File: config.mk
export PLATFORM = sky130hd
export DESIGN_NAME = fwd_hazard_unit
export DESIGN_NICKNAME = d
export VERILOG_FILES = /design/src/rtl/mips_ctrl_pkg.sv /design/src/rtl/fwd_match.sv /design/src/rtl/fwd_hazard_unit.sv
export SDC_FILE = /design/constraint.sdc
export NUM_CORES = 1
export LEC_CHECK = 0
export BUFFER_PORTS_ARGS = -buffer_cell sky130_fd_sc_hd__buf_2
export CAP_MARGIN = 20
export CORE_MARGIN = 2
export CORE_UTILIZATION = 28
export DETAILED_ROUTE_END_ITERATION = 12
export GPL_ROUTABILITY_DRIVEN = 0
export PLACE_DENSITY = 0.55
export SYNTH_ARGS = -nofsm -noshare
export SYNTH_HDL_FRONTEND = slang
export SYNTH_SLANG_ARGS = --single-unit
File: constraint.sdc
create_clock -name clk -period 6.7 [get_ports clk]
set_input_delay 1.34 -clock clk [delete_from_list [all_inputs] [get_ports clk]]
set_output_delay 1.34 -clock clk [all_outputs]
set_load 0.05 [all_outputs]
File: src/rtl/mips_ctrl_pkg.sv
// rtl/mips_ctrl_pkg.sv - shared types and constants for the forwarding/hazard unit
package mips_ctrl_pkg;

  // Entries are sized for the widest supported configuration; narrower
  // register addresses are zero-extended on the way in.
  localparam int RA_W_MAX   = 8;
  localparam int RDY_W      = 2;
  localparam int FWD_SEL_RF = 0;

  typedef struct packed {
    logic                valid;
    logic [RA_W_MAX-1:0] wr_addr;
    logic [RDY_W-1:0]    ready_cnt;
  } stage_entry_t;

endpackage

File: src/rtl/fwd_match.sv
// rtl/fwd_match.sv - youngest-first producer search for one source operand
module fwd_match
  import mips_ctrl_pkg::*;
#(
  parameter int DEPTH = 2,
  parameter int RA_W  = 5,
  parameter int SEL_W = $clog2(DEPTH + 1)
) (
  input  logic                     i_use,
  input  logic [RA_W-1:0]          i_addr,
  input  stage_entry_t [DEPTH-1:0] i_stages,
  output logic [SEL_W-1:0]         o_sel,
  output logic                     o_hazard
);

  logic w_found;

  always_comb begin
    o_sel    = SEL_W'(FWD_SEL_RF);
    o_hazard = 1'b0;
    w_found  = 1'b0;
    for (int k = 0; k < DEPTH; k++) begin
      if (!w_found && i_stages[k].valid &&
          i_stages[k].wr_addr == RA_W_MAX'(i_addr)) begin
        w_found = 1'b1;
        // A younger producer that is not ready must stall, never fall through to older data.
        if (i_stages[k].ready_cnt != '0) o_hazard = 1'b1;
        else                             o_sel    = SEL_W'(k + 1);
      end
    end
    if (!i_use || i_addr == '0) begin
      o_sel    = SEL_W'(FWD_SEL_RF);
      o_hazard = 1'b0;
    end
  end

endmodule

File: src/rtl/fwd_hazard_unit.sv
// rtl/fwd_hazard_unit.sv - operand forwarding select and load-use interlock
module fwd_hazard_unit
  import mips_ctrl_pkg::*;
#(
  parameter int DEPTH    = 2,
  parameter int LOAD_LAT = 1,
  parameter int RA_W     = 5
) (
  input  logic                         clk,
  input  logic                         reset,
  input  logic                         id_valid,
  input  logic [RA_W-1:0]              id_rs,
  input  logic [RA_W-1:0]              id_rt,
  input  logic                         id_use_rs,
  input  logic                         id_use_rt,
  input  logic                         id_wr_en,
  input  logic [RA_W-1:0]              id_wr_addr,
  input  logic                         id_is_load,
  input  logic                         flush,
  input  logic                         stall_ext,
  output logic [$clog2(DEPTH+1)-1:0]   fwd_sel_a,
  output logic [$clog2(DEPTH+1)-1:0]   fwd_sel_b,
  output logic                         stall,
  output logic [31:0]                  stall_count
);

  localparam int SEL_W = $clog2(DEPTH + 1);

  stage_entry_t [DEPTH-1:0] r_stage;
  logic [31:0]              r_stall_count;
  stage_entry_t             w_new;
  logic                     w_haz_a;
  logic                     w_haz_b;
  logic                     w_stall;

  fwd_match #(.DEPTH(DEPTH), .RA_W(RA_W), .SEL_W(SEL_W)) u_match_rs (
    .i_use    (id_use_rs),
    .i_addr   (id_rs),
    .i_stages (r_stage),
    .o_sel    (fwd_sel_a),
    .o_hazard (w_haz_a)
  );

  fwd_match #(.DEPTH(DEPTH), .RA_W(RA_W), .SEL_W(SEL_W)) u_match_rt (
    .i_use    (id_use_rt),
    .i_addr   (id_rt),
    .i_stages (r_stage),
    .o_sel    (fwd_sel_b),
    .o_hazard (w_haz_b)
  );

  assign w_stall = id_valid & (w_haz_a | w_haz_b) & ~flush;

  always_comb begin
    w_new = '0;
    if (id_valid && id_wr_en && id_wr_addr != '0 && !w_stall && !flush) begin
      w_new.valid     = 1'b1;
      w_new.wr_addr   = RA_W_MAX'(id_wr_addr);
      w_new.ready_cnt = id_is_load ? RDY_W'(LOAD_LAT) : '0;
    end
  end

  always_ff @(posedge clk) begin
    if (reset) begin
      r_stage       <= '0;
      r_stall_count <= '0;
    end else if (!stall_ext) begin
      r_stage[0] <= w_new;
      for (int k = 1; k < DEPTH; k++) begin
        r_stage[k].valid     <= r_stage[k-1].valid;
        r_stage[k].wr_addr   <= r_stage[k-1].wr_addr;
        r_stage[k].ready_cnt <= (r_stage[k-1].ready_cnt != '0) ?
                                r_stage[k-1].ready_cnt - RDY_W'(1) : '0;
      end
      r_stall_count <= r_stall_count + {31'd0, w_stall};
    end
  end

  assign stall       = w_stall;
  assign stall_count = r_stall_count;

endmodule

==> metrics <==
Synth top area share 39.2%; FF/Latch Area 901 µm²; status complete, no violations; synth top area cells dfxtp_1, xnor2_1, xor2_1; CP delay by family, top simple AND/OR/NAND/NOR gates; total power 0.510 mW; critical path arrival 3.03 ns; DIE AREA 8960 µm²; clock skew 0.00715 ns; antenna cells 0; Clock Tree Root clkbuf_8; count of flip-flops with a built-in enable after synthesis 0; die span in y 94.7 µm; worst-margin pin slew 0.842 ns; CTS tree done; cts bufs inserted 5; clock sinks 45; Fmax achieved 0.229 GHz; FFs w/ async S/R, synth 0%; latest clock arrival within the worst-skew pair 0.30 ns; number of buffers added on ports 60; worst-path cell chain buf_2 -> xor2_1 -> nor4_1 -> nand4b_1 -> a21oi_2 -> buf_2; post-route DRC violation count 0; Max-Cap Viols 0; Leak 1.11 nW; HPWL after detailed placement 3890 µm; final WL 5320 µm; vias in the first global route 1918; power density cells 182 nW/µm²; most instantiated cells after synthesis dfxtp_1, nor2_1, xnor2_1; Hold WC Path Type reg -> reg; Iteration-0 DRC Markers 70; initial antenna violation count 0; # fillers 893; final setup vio count 0; Synth Cell Area 2300 µm²; synth unique cells 36; Vias 1952; antenna-violating nets left 0; CP peak stage delay 0.43 ns; CP startpoint kind input pin; post-CTS sizing 0; minimum clock period 4.37 ns; period utilization 65.3%; Seq/Total Area, Yosys 39.2%; die width 94.7 µm; CTS max path bufs 2; Fin Hold WS 0.488 ns; mean number of vias per cell 4.63; first-pass GRT wire length 8940 µm; Ports 61; Syn Inst Count 258; worst reg2reg setup slack 3.30 ns; GRT Total Usage 12.4%; Avg Cell Area, Syn 8.92 µm²; Synth Flop Type dfxtp_1; wire per inst 12.6 µm; H-tree levels 2; Final #Nets 342; Worst EP required 5.36 ns; grt total ovfl 0; setup TNS 0 ns; post-synth net total 284; cell taking the most area after synthesis dfxtp_1; CP Capture Type output port; critical path's most frequent cell buf_2; unrepaired setup endpoints after global routing false; largest net degree at the start of global routing 42; core area 8090 µm²; WS Path Type in -> out; share of layout cells above drive strength 1 26.8%; number of buffers inserted by hold repair at cts 0; CP max FO 9; Setup Fix Bufs, Post-CTS 0; Synth warnings 0; flops & latches, synth 45; final hold violation count 0; Peak VDD IR 75.7 µV; Slew headroom 43.9%; Worst Path Buf+Inv 2; Area Overhead vs Synth 21.6%; Slew Viols, Final 0; Cell Rows 33; area of the multi-input gates 1320 µm²; count leader, synth dfxtp_1; clock transition at the registers of the reported paths 0.08 ns; CP max-delay cell nor4_1; Initial Utilization 28.4%; Pre-Repair DR Iteration Count 4
cell families after synthesis:
| family | synth area share, % |
|---|---|
| AND/OR/NAND/NOR | 30.3 |
| flip-flops | 39.2 |
| buffers and inverters | 3.32 |
| multiplexers | 3.48 |
| AO/OA/AOI/OAI | 4.73 |
| adder cells (fa/ha/maj) | 1.09 |
| XOR/XNOR | 17.9 |
flip-flops by register name, summed over array words and instances, names as in the netlist:
register and flops:
r_stage 13, stall_count 32
per-stage QoR:
step	cell area, µm²	std cells	setup WS, ns	utilization [%]
after global routing	2800	422	2.16	34.6
final	2800	422	2.33	34.6
after floorplan	2300	258	2.65	-
after global placement	2680	414	2.31	33.1
after detailed placement	2680	414	2.23	33.1
after CTS	2800	422	2.29	34.6
cells in the final DEF (no fill, tap or decap), drive strengths merged:
cell    Yosys  routed
buf         5      60
dfxtp      45      45
nor2       39      39
xnor2      26      26
nand2      24      24
xor2       21      21
o21ai      12      12
nor4       11      11
nor3       10      10
mux2i       8       8
nand3       8       8
inv         7       7
clkbuf      4       7
and4        6       6
a21oi       5       5
nor2b       4       4
or3         4       4
nand4       4       4
or4         3       3
nand4b      2       2
a31oi       2       2
and2        2       2
ha          2       2
nand3b      1       1
nor4bb      1       1
and4b       1       1
a21o        1       1
bufinv      0       1
tightest hold or removal path, cell delays in order (launching register included):
cell and delay (ns):
dfxtp_1 0.34, nand2_1 0.06, o21ai_1 0.05
power by group:
group | leakage, nW | internal, mW | switching [mW]
sequential | 0.363 | 0.268 | 0.00123
combinational | 0.692 | 0.0112 | 0.0152
clock | 0.0585 | 0.122 | 0.0926
worst paths after layout:
| path | from | end | cells after the start |
|---|---|---|---|
| worst min-delay path | r_stage[0] | r_stage[0] | 2 |
| worst max register to register | r_stage[6] | stall_count[16] | 9 |
| worst min register to register | r_stage[0] | r_stage[0] | 2 |
| worst max-delay path | id_rs[4] | stall | 6 |
cell type report:
cell class	instances	area share, %
Multi-Input combinational cell	197	47.3
Sequential cell	45	32.2
Timing Repair Buffer	60	10.7
Tap cell	105	4.69
Clock buffer	7	3.08
Clock inverter	1	1.07
Inverter	7	0.939
layer usage:
metal  vias up  GRT usage [%]  wire length, µm
met5         -              0                0
met4         0           3.26               61
met3         7           2.63              275
met2        43           20.9             2410
met1       906           16.2             2570
li1        996              -                -
Power figures use the tool's default switching activity.
